### src/rtl/operand_fetch_stage_if.sv
// ---------------------------------------------------------------------------
// Module   : operand_fetch_stage_if
// Purpose  : Bundles the decode-side handshake, register-file read port,
//            EXE/MEM/WB forwarding records, the EXE-side handshake and the
//            stall counter of the operand fetch stage.
// Ports    : none (interface); modports
//            slave  - seen from the operand fetch stage
//            master - seen from the surrounding pipeline / testbench
// Revision : 1.0 - initial release
// ---------------------------------------------------------------------------
`default_nettype none

interface operand_fetch_stage_if #(
  parameter int XLEN    = 64,
  parameter int STALL_W = 32
);
  logic               flush;
  // decode side
  logic               in_valid;
  logic               in_ready;
  logic [XLEN-1:0]    in_pc;
  logic [31:0]        in_inst;
  logic [4:0]         in_rs1;
  logic [4:0]         in_rs2;
  logic               in_use_rs1;
  logic               in_use_rs2;
  // register file read port
  logic [4:0]         rf_rs1;
  logic [4:0]         rf_rs2;
  logic [XLEN-1:0]    rf_rd1;
  logic [XLEN-1:0]    rf_rd2;
  // forwarding records
  logic               fw_exe_valid;
  logic               fw_exe_fwdable;
  logic [4:0]         fw_exe_addr;
  logic [XLEN-1:0]    fw_exe_wdata;
  logic               fw_mem_valid;
  logic               fw_mem_fwdable;
  logic [4:0]         fw_mem_addr;
  logic [XLEN-1:0]    fw_mem_wdata;
  logic               fw_wb_valid;
  logic               fw_wb_fwdable;
  logic [4:0]         fw_wb_addr;
  logic [XLEN-1:0]    fw_wb_wdata;
  // execute side
  logic               out_valid;
  logic               out_ready;
  logic [XLEN-1:0]    out_pc;
  logic [31:0]        out_inst;
  logic [XLEN-1:0]    out_op1;
  logic [XLEN-1:0]    out_op2;
  logic [STALL_W-1:0] stall_cnt;

  modport slave (
    input  flush,
    input  in_valid, output in_ready, input in_pc, input in_inst,
    input  in_rs1, input in_rs2, input in_use_rs1, input in_use_rs2,
    output rf_rs1, output rf_rs2, input rf_rd1, input rf_rd2,
    input  fw_exe_valid, input fw_exe_fwdable, input fw_exe_addr, input fw_exe_wdata,
    input  fw_mem_valid, input fw_mem_fwdable, input fw_mem_addr, input fw_mem_wdata,
    input  fw_wb_valid,  input fw_wb_fwdable,  input fw_wb_addr,  input fw_wb_wdata,
    output out_valid, input out_ready, output out_pc, output out_inst,
    output out_op1, output out_op2, output stall_cnt
  );

  modport master (
    output flush,
    output in_valid, input in_ready, output in_pc, output in_inst,
    output in_rs1, output in_rs2, output in_use_rs1, output in_use_rs2,
    input  rf_rs1, input rf_rs2, output rf_rd1, output rf_rd2,
    output fw_exe_valid, output fw_exe_fwdable, output fw_exe_addr, output fw_exe_wdata,
    output fw_mem_valid, output fw_mem_fwdable, output fw_mem_addr, output fw_mem_wdata,
    output fw_wb_valid,  output fw_wb_fwdable,  output fw_wb_addr,  output fw_wb_wdata,
    input  out_valid, output out_ready, input out_pc, input out_inst,
    input  out_op1, input out_op2, input stall_cnt
  );
endinterface

`default_nettype wire

### src/rtl/operand_fetch_stage.sv
// ---------------------------------------------------------------------------
// Module   : operand_fetch_stage
// Purpose  : Single-entry register-read stage between decode and execute.
//            Resolves rs1/rs2 from the EXE > MEM > WB forwarding records or
//            the register file, holds the instruction while the winning
//            producer is not yet forwardable, and hands the operands to EXE
//            over a valid/ready handshake. Flushable.
// Ports    : clk   - clock, rising edge
//            rst_n - asynchronous reset, active low
//            bus   - operand_fetch_stage_if.slave (decode handshake, RF read
//                    port, forwarding records, EXE handshake, stall counter)
// Revision : 1.0 - initial release
// ---------------------------------------------------------------------------
`default_nettype none

module operand_fetch_stage #(
  parameter int XLEN    = 64,
  parameter int STALL_W = 32
) (
  input  wire logic             clk,
  input  wire logic             rst_n,
  operand_fetch_stage_if.slave  bus
);

  // Held entry
  logic            cur_valid;
  logic [XLEN-1:0] cur_pc;
  logic [31:0]     cur_inst;
  logic [4:0]      cur_rs1;
  logic [4:0]      cur_rs2;
  logic            cur_use_rs1;
  logic            cur_use_rs2;

  // Output entry
  logic               out_valid;
  logic [XLEN-1:0]    out_pc;
  logic [31:0]        out_inst;
  logic [XLEN-1:0]    out_op1;
  logic [XLEN-1:0]    out_op2;
  logic [STALL_W-1:0] stall_cnt;

  // Forwarding records, index 0 has the highest priority (EXE)
  logic [2:0]           fw_valid;
  logic [2:0]           fw_fwdable;
  logic [2:0][4:0]      fw_addr;
  logic [2:0][XLEN-1:0] fw_wdata;

  logic [XLEN-1:0] op1;
  logic [XLEN-1:0] op2;
  logic            hazard1;
  logic            hazard2;
  logic            advance;
  logic            in_ready;
  logic            accept;

  assign fw_valid   = {bus.fw_wb_valid,   bus.fw_mem_valid,   bus.fw_exe_valid};
  assign fw_fwdable = {bus.fw_wb_fwdable, bus.fw_mem_fwdable, bus.fw_exe_fwdable};
  assign fw_addr    = {bus.fw_wb_addr,    bus.fw_mem_addr,    bus.fw_exe_addr};
  assign fw_wdata   = {bus.fw_wb_wdata,   bus.fw_mem_wdata,   bus.fw_exe_wdata};

  // Returns {hazard, value}. Only the first matching record is consulted:
  // an older value further down the pipe must never shadow a younger
  // producer that is still computing.
  function automatic logic [XLEN:0] resolve(
    input logic                 use_rs,
    input logic [4:0]           rs,
    input logic [XLEN-1:0]      rf_data,
    input logic [2:0]           valid,
    input logic [2:0]           fwdable,
    input logic [2:0][4:0]      addr,
    input logic [2:0][XLEN-1:0] wdata
  );
    logic            hz;
    logic            found;
    logic [XLEN-1:0] val;
    hz    = 1'b0;
    found = 1'b0;
    val   = rf_data;
    if (!use_rs || rs == 5'd0) begin
      val = '0;
    end else begin
      for (int i = 0; i < 3; i++) begin
        if (!found && valid[i] && addr[i] == rs) begin
          found = 1'b1;
          if (fwdable[i]) val = wdata[i];
          else            hz  = 1'b1;
        end
      end
    end
    return {hz, val};
  endfunction

  always_comb begin
    {hazard1, op1} = resolve(cur_use_rs1, cur_rs1, bus.rf_rd1,
                             fw_valid, fw_fwdable, fw_addr, fw_wdata);
    {hazard2, op2} = resolve(cur_use_rs2, cur_rs2, bus.rf_rd2,
                             fw_valid, fw_fwdable, fw_addr, fw_wdata);
  end

  // Flush suppresses both the hand-off and the acceptance of that cycle.
  assign advance  = !bus.flush && cur_valid && !hazard1 && !hazard2 &&
                    (!out_valid || bus.out_ready);
  assign in_ready = !bus.flush && (!cur_valid || advance);
  assign accept   = bus.in_valid && in_ready;

  always_ff @(posedge clk or negedge rst_n) begin
    if (!rst_n) begin
      cur_valid   <= 1'b0;
      cur_pc      <= '0;
      cur_inst    <= '0;
      cur_rs1     <= '0;
      cur_rs2     <= '0;
      cur_use_rs1 <= 1'b0;
      cur_use_rs2 <= 1'b0;
      out_valid   <= 1'b0;
      out_pc      <= '0;
      out_inst    <= '0;
      out_op1     <= '0;
      out_op2     <= '0;
      stall_cnt   <= '0;
    end else begin
      // held entry
      if (bus.flush) begin
        cur_valid <= 1'b0;
      end else if (accept) begin
        cur_valid   <= 1'b1;
        cur_pc      <= bus.in_pc;
        cur_inst    <= bus.in_inst;
        cur_rs1     <= bus.in_rs1;
        cur_rs2     <= bus.in_rs2;
        cur_use_rs1 <= bus.in_use_rs1;
        cur_use_rs2 <= bus.in_use_rs2;
      end else if (advance) begin
        cur_valid <= 1'b0;
      end

      // output entry
      if (bus.flush) begin
        out_valid <= 1'b0;
      end else if (advance) begin
        out_valid <= 1'b1;
        out_pc    <= cur_pc;
        out_inst  <= cur_inst;
        out_op1   <= op1;
        out_op2   <= op2;
      end else if (out_valid && bus.out_ready) begin
        out_valid <= 1'b0;
      end

      // saturating hazard counter, deliberately untouched by flush
      if (cur_valid && (hazard1 || hazard2) && !(&stall_cnt)) begin
        stall_cnt <= stall_cnt + 1'b1;
      end
    end
  end

  assign bus.in_ready  = in_ready;
  assign bus.rf_rs1    = cur_rs1;
  assign bus.rf_rs2    = cur_rs2;
  assign bus.out_valid = out_valid;
  assign bus.out_pc    = out_pc;
  assign bus.out_inst  = out_inst;
  assign bus.out_op1   = out_op1;
  assign bus.out_op2   = out_op2;
  assign bus.stall_cnt = stall_cnt;

endmodule

`default_nettype wire

### src/flat_wrapper.sv
// flat-port wrapper written by rule: the top's interface ports become plain ports
module operand_fetch_stage_flat 
#(
  parameter int XLEN    = 64,
  parameter int STALL_W = 32
)
  (clk, rst_n, bus_flush, bus_in_valid, bus_in_ready, bus_in_pc, bus_in_inst, bus_in_rs1, bus_in_rs2, bus_in_use_rs1, bus_in_use_rs2, bus_rf_rs1, bus_rf_rs2, bus_rf_rd1, bus_rf_rd2, bus_fw_exe_valid, bus_fw_exe_fwdable, bus_fw_exe_addr, bus_fw_exe_wdata, bus_fw_mem_valid, bus_fw_mem_fwdable, bus_fw_mem_addr, bus_fw_mem_wdata, bus_fw_wb_valid, bus_fw_wb_fwdable, bus_fw_wb_addr, bus_fw_wb_wdata, bus_out_valid, bus_out_ready, bus_out_pc, bus_out_inst, bus_out_op1, bus_out_op2, bus_stall_cnt);
  operand_fetch_stage_if #(.XLEN(XLEN), .STALL_W(STALL_W)) bus_i ();
  input  wire logic clk;
  input  wire logic rst_n;
  input wire logic [$bits(bus_i.flush)-1:0] bus_flush;
  input wire logic [$bits(bus_i.in_valid)-1:0] bus_in_valid;
  output wire logic [$bits(bus_i.in_ready)-1:0] bus_in_ready;
  input wire logic [$bits(bus_i.in_pc)-1:0] bus_in_pc;
  input wire logic [$bits(bus_i.in_inst)-1:0] bus_in_inst;
  input wire logic [$bits(bus_i.in_rs1)-1:0] bus_in_rs1;
  input wire logic [$bits(bus_i.in_rs2)-1:0] bus_in_rs2;
  input wire logic [$bits(bus_i.in_use_rs1)-1:0] bus_in_use_rs1;
  input wire logic [$bits(bus_i.in_use_rs2)-1:0] bus_in_use_rs2;
  output wire logic [$bits(bus_i.rf_rs1)-1:0] bus_rf_rs1;
  output wire logic [$bits(bus_i.rf_rs2)-1:0] bus_rf_rs2;
  input wire logic [$bits(bus_i.rf_rd1)-1:0] bus_rf_rd1;
  input wire logic [$bits(bus_i.rf_rd2)-1:0] bus_rf_rd2;
  input wire logic [$bits(bus_i.fw_exe_valid)-1:0] bus_fw_exe_valid;
  input wire logic [$bits(bus_i.fw_exe_fwdable)-1:0] bus_fw_exe_fwdable;
  input wire logic [$bits(bus_i.fw_exe_addr)-1:0] bus_fw_exe_addr;
  input wire logic [$bits(bus_i.fw_exe_wdata)-1:0] bus_fw_exe_wdata;
  input wire logic [$bits(bus_i.fw_mem_valid)-1:0] bus_fw_mem_valid;
  input wire logic [$bits(bus_i.fw_mem_fwdable)-1:0] bus_fw_mem_fwdable;
  input wire logic [$bits(bus_i.fw_mem_addr)-1:0] bus_fw_mem_addr;
  input wire logic [$bits(bus_i.fw_mem_wdata)-1:0] bus_fw_mem_wdata;
  input wire logic [$bits(bus_i.fw_wb_valid)-1:0] bus_fw_wb_valid;
  input wire logic [$bits(bus_i.fw_wb_fwdable)-1:0] bus_fw_wb_fwdable;
  input wire logic [$bits(bus_i.fw_wb_addr)-1:0] bus_fw_wb_addr;
  input wire logic [$bits(bus_i.fw_wb_wdata)-1:0] bus_fw_wb_wdata;
  output wire logic [$bits(bus_i.out_valid)-1:0] bus_out_valid;
  input wire logic [$bits(bus_i.out_ready)-1:0] bus_out_ready;
  output wire logic [$bits(bus_i.out_pc)-1:0] bus_out_pc;
  output wire logic [$bits(bus_i.out_inst)-1:0] bus_out_inst;
  output wire logic [$bits(bus_i.out_op1)-1:0] bus_out_op1;
  output wire logic [$bits(bus_i.out_op2)-1:0] bus_out_op2;
  output wire logic [$bits(bus_i.stall_cnt)-1:0] bus_stall_cnt;
  assign bus_i.flush = bus_flush;
  assign bus_i.in_valid = bus_in_valid;
  assign bus_in_ready = bus_i.in_ready;
  assign bus_i.in_pc = bus_in_pc;
  assign bus_i.in_inst = bus_in_inst;
  assign bus_i.in_rs1 = bus_in_rs1;
  assign bus_i.in_rs2 = bus_in_rs2;
  assign bus_i.in_use_rs1 = bus_in_use_rs1;
  assign bus_i.in_use_rs2 = bus_in_use_rs2;
  assign bus_rf_rs1 = bus_i.rf_rs1;
  assign bus_rf_rs2 = bus_i.rf_rs2;
  assign bus_i.rf_rd1 = bus_rf_rd1;
  assign bus_i.rf_rd2 = bus_rf_rd2;
  assign bus_i.fw_exe_valid = bus_fw_exe_valid;
  assign bus_i.fw_exe_fwdable = bus_fw_exe_fwdable;
  assign bus_i.fw_exe_addr = bus_fw_exe_addr;
  assign bus_i.fw_exe_wdata = bus_fw_exe_wdata;
  assign bus_i.fw_mem_valid = bus_fw_mem_valid;
  assign bus_i.fw_mem_fwdable = bus_fw_mem_fwdable;
  assign bus_i.fw_mem_addr = bus_fw_mem_addr;
  assign bus_i.fw_mem_wdata = bus_fw_mem_wdata;
  assign bus_i.fw_wb_valid = bus_fw_wb_valid;
  assign bus_i.fw_wb_fwdable = bus_fw_wb_fwdable;
  assign bus_i.fw_wb_addr = bus_fw_wb_addr;
  assign bus_i.fw_wb_wdata = bus_fw_wb_wdata;
  assign bus_out_valid = bus_i.out_valid;
  assign bus_i.out_ready = bus_out_ready;
  assign bus_out_pc = bus_i.out_pc;
  assign bus_out_inst = bus_i.out_inst;
  assign bus_out_op1 = bus_i.out_op1;
  assign bus_out_op2 = bus_i.out_op2;
  assign bus_stall_cnt = bus_i.stall_cnt;
  operand_fetch_stage #(.XLEN(XLEN), .STALL_W(STALL_W)) u_core (.clk(clk), .rst_n(rst_n), .bus(bus_i));
endmodule
### config.mk
export PLATFORM = sky130hd
export DESIGN_NAME = operand_fetch_stage_flat
export DESIGN_NICKNAME = d
export VERILOG_FILES = /design/src/rtl/operand_fetch_stage_if.sv /design/src/rtl/operand_fetch_stage.sv /design/src/flat_wrapper.sv
export SDC_FILE = /design/constraint.sdc
export NUM_CORES = 1
export LEC_CHECK = 0
export CORE_AREA = 2 2 283 285
export DETAILED_ROUTE_END_ITERATION = 10
export DIE_AREA = 0 0 285 287
export GPL_TIMING_DRIVEN = 0
export HOLD_SLACK_MARGIN = 0.12
export MAX_ROUTING_LAYER = met4
export SLEW_MARGIN = 20
export SYNTH_ARGS = -nofsm -noshare
export SYNTH_HDL_FRONTEND = slang
export SYNTH_SLANG_ARGS = --single-unit
### constraint.sdc
create_clock -name clk -period 6.4 [get_ports clk]
set_input_delay 1.6 -clock clk [delete_from_list [all_inputs] [get_ports clk]]
set_output_delay 1.6 -clock clk [all_outputs]
set_load 0.05 [all_outputs]
==> key figures <==
Run status
  – Status: complete, no violations

GRT
  – First-pass GRT wire length: 127,000 um
  – Antenna violations before repair: 34
  – Number of global-route vias before repair: 17,529
  – Largest net degree at the start of global routing: 97
  – GR Overflow Total: 0
  – Overall Global Routing Usage: 0.219

STA
  – Min setup slack post-route: 0.420 ns
  – Actual slew at the worst max-slew pin: 1.10 ns
  – Setup violators final: 0
  – RSZ-0062 raised after global routing: no
  – Fin crit share: 0.934
  – Final Hold Vio Count: 0
  – Final Critical Period: 5.98 ns
  – Slew headroom: 0.269
  – Clock Skew: 0.0373 ns
  – Fmax: 0.167 GHz
  – Slew Viols, Final: 0

Clock network
  – Worst-path clk slew: 0.06 ns
  – CTS tree: built
  – H-tree levels: 2
  – Clk_lat worst skew: 0.59 ns
  – # Post-CTS Setup Buffers: 0
  – Clk sink count: 366
  – Clock buffer depth: 3
  – Quantity of gates resized following cts: 0
  – TritonCTS Buffers: 45
  – Hold buffer count at CTS: 0
  – Root Buffer: clkbuf_16

Final layout
  – Most frequent cells in the layout: clkdlybuf4s50_1, dfrtp_1, mux2_2, nand2_1, nor2_1
  – Layout cells sized above 1: 0.187
  – Post-Layout Inst Area: 28,800 um^2
  – Most common cell after layout, fill and taps aside: clkdlybuf4s50_1
  – Nets: 2,816
  – FILL cells: 7,746
  – Synth-to-layout area growth: 56.2%

Die
  – Die Height: 287 um
  – Initial Utilization: 0.235
  – Boundary pin count: 722
  – Num rows: 103
  – Core Region: 78,600 um^2
  – Die area: 81,800 um^2
  – Die Wd: 285 um

Power
  – P_leak: 12.1 nW
  – Pwr dens: 346 nW/um^2
  – Peak supply drop: 0.246 mV

Logic synthesis
  – Mapped Area: 18,500 um^2
  – Ys flop type: dfrtp_1
  – Distinct cell type count after synthesis: 56
  – Post-synthesis async set-or-reset flop share: 1.00
  – EDFF count, synth: 0
  – FF+latch count, synth: 366
  – Yosys warns: 0
  – Avg Inst Size Synth: 11.6 um^2
  – Seq/Total Area, Yosys: 0.496
  – Syn_nets: 2,040
  – Post-Syn Instances: 1,585

Route
  – DR DRC count: 0
  – Top sig layer: met4
  – WL/cell: 25.9 um
  – M1 WL: 35,500 um
  – Routed wire length: 90,000 um
  – Final ANT Viol Nets: 0
  – Initial DRT Pass Iterations: 5
  – Vias: 16,551
  – Vias/cell: 4.76
  – Initial DRC Count: 1,090
  – WL met2: 42,800 um
  – WL met3: 8750 um

Setup path
  – CP cell instances: clkdlybuf4s50_1, xor2_1, nor3_1, nand2_1, nand3_1, o221ai_2, nor2_1, clkdlybuf4s50_1
  – Crit end category: primary output
  – Slowest CP cell: clkdlybuf4s50_1
  – Nature of the critical path startpoint: input port
  – Critical Path Most Common Cell: clkdlybuf4s50_1
  – CP peak stage delay: 0.92 ns
  – Required @ worst endpoint: 4.80 ns
  – Path depth of the worst reg2reg path: 8
  – Maximum fanout along the worst path: 5
  – Critical path class: in -> out
  – Arrival time worst endpoint: 4.38 ns

Flow run
  – Maxcap violations: 0

Placement
  – IO buf count: 721
  – Dpl cell area: 27,200 um^2
  – Gpl congestion: 0.998
  – Pre-CTS WS: 0.425 ns
  – Hpwl dp: 72,300 um

Min path
  – HP Class: reg -> reg
  – Hold Path Stages: 1
-- logic make-up after synthesis --
| family | Yosys count | synth area share |
|---|---|---|
| compound gates | 270 | 0.106 |
| xor+xnor | 61 | 0.0289 |
| fa+ha+maj | 1 | 0.000678 |
| buf+inv | 126 | 0.0327 |
| flops | 366 | 0.496 |
| mux | 397 | 0.242 |
| simple gates | 364 | 0.0932 |
-- stage by stage --
stage / utilization / power, mW / hold WS [ns] / setup TNS (ns) / cells
2_1_floorplan: - / 5.57 / 0.452 / 0 / 1585
3_3_place_gp: 0.343 / 7.30 / 0.462 / -4643.50 / 3356
3_5_place_dp: 0.346 / 7.35 / 0.474 / 0 / 3364
4_1_cts: 0.366 / 10.1 / 0.486 / 0 / 3445
5_1_grt: 0.367 / 10.4 / 0.505 / 0 / 3475
6_report: 0.367 / 9.97 / 0.479 / 0 / 3478
-- flip-flops by register name, indices dropped and copies added (netlist names) --
name	cells
u_core.cur_inst	32
u_core.cur_use_rs1	1
u_core.bus.out_op2	64
u_core.bus.out_pc	64
u_core.bus.out_inst	32
u_core.bus.out_valid	1
u_core.bus.rf_rs2	5
u_core.cur_valid	1
u_core.bus.out_op1	64
u_core.bus.rf_rs1	5
u_core.bus.stall_cnt	32
u_core.cur_use_rs2	1
u_core.cur_pc	64
-- power breakdown --
group	internal (mW)	switching, mW	leakage, nW
clock network	1.59	1.08	0.771
registers	2.86	0.333	4.54
logic	1.56	2.54	6.81
total	6.01	3.96	12.1
-- cells in the mapped netlist (8+ instances only) --
cell	number	area, um^2
clkbuf_1	70	263
a221oi_1	14	123
mux2i_1	65	651
a21o_1	11	82.6
o21ai_0	46	230
nand2_1	128	480
o31ai_1	63	473
buf_6	8	90.1
buf_4	12	90.1
nand2b_1	54	338
buf_2	20	100
dfrtp_1	366	9160
and3_1	10	62.6
xor2_1	48	420
o2bb2ai_1	52	455
o21ai_1	8	40.0
o32ai_1	11	96.3
mux2_4	20	300
o22ai_1	52	325
nand3_1	21	105
nor3_1	20	100
mux2_2	295	3320
mux2_1	17	191
xnor2_1	13	114
nor2_1	93	349
-- layout make-up --
class	instances	area (um^2)	area share
Antenna cell	33	82.6	0.00287
Buffer	117	569	0.0198
Clock buffer	61	1290	0.0446
Clock inverter	20	275	0.00955
Inverter	9	33.8	0.00117
Multi-Input combinational cell	1093	8720	0.303
Sequential cell	366	9160	0.318
Tap cell	1050	1310	0.0456
Timing Repair Buffer	729	7380	0.256
-- path summary, 6_finish.rpt --
kind | start | slack [ns] | endpoint
max | bus_fw_exe_addr[0] | 0.42 | bus_in_ready
min | u_core.cur_inst[13] | 0.48 | u_core.bus.out_inst[13]
max reg2reg | u_core.bus.rf_rs2[4] | 2.31 | u_core.bus.out_op2[34]
min reg2reg | u_core.cur_inst[13] | 0.48 | u_core.bus.out_inst[13]
max in group asynchronous | rst_n | 3.75 | u_core.bus.stall_cnt[3]
min in group asynchronous | rst_n | 0.91 | u_core.bus.out_op2[13]
-- layer usage --
metal  up-vias  track usage
met5         -            -
met4         0       0.0728
met3       137       0.0802
met2       747        0.355
met1      8311        0.252
li1       7356            -
-- worst max-delay path: cells and delay by family --
family	cells	cell delay, ns
buf+inv	2	1.39
simple gates	4	1.08
xor+xnor	1	0.18
compound gates	1	0.13
No activity file was read; power rests on OpenSTA's default activity.
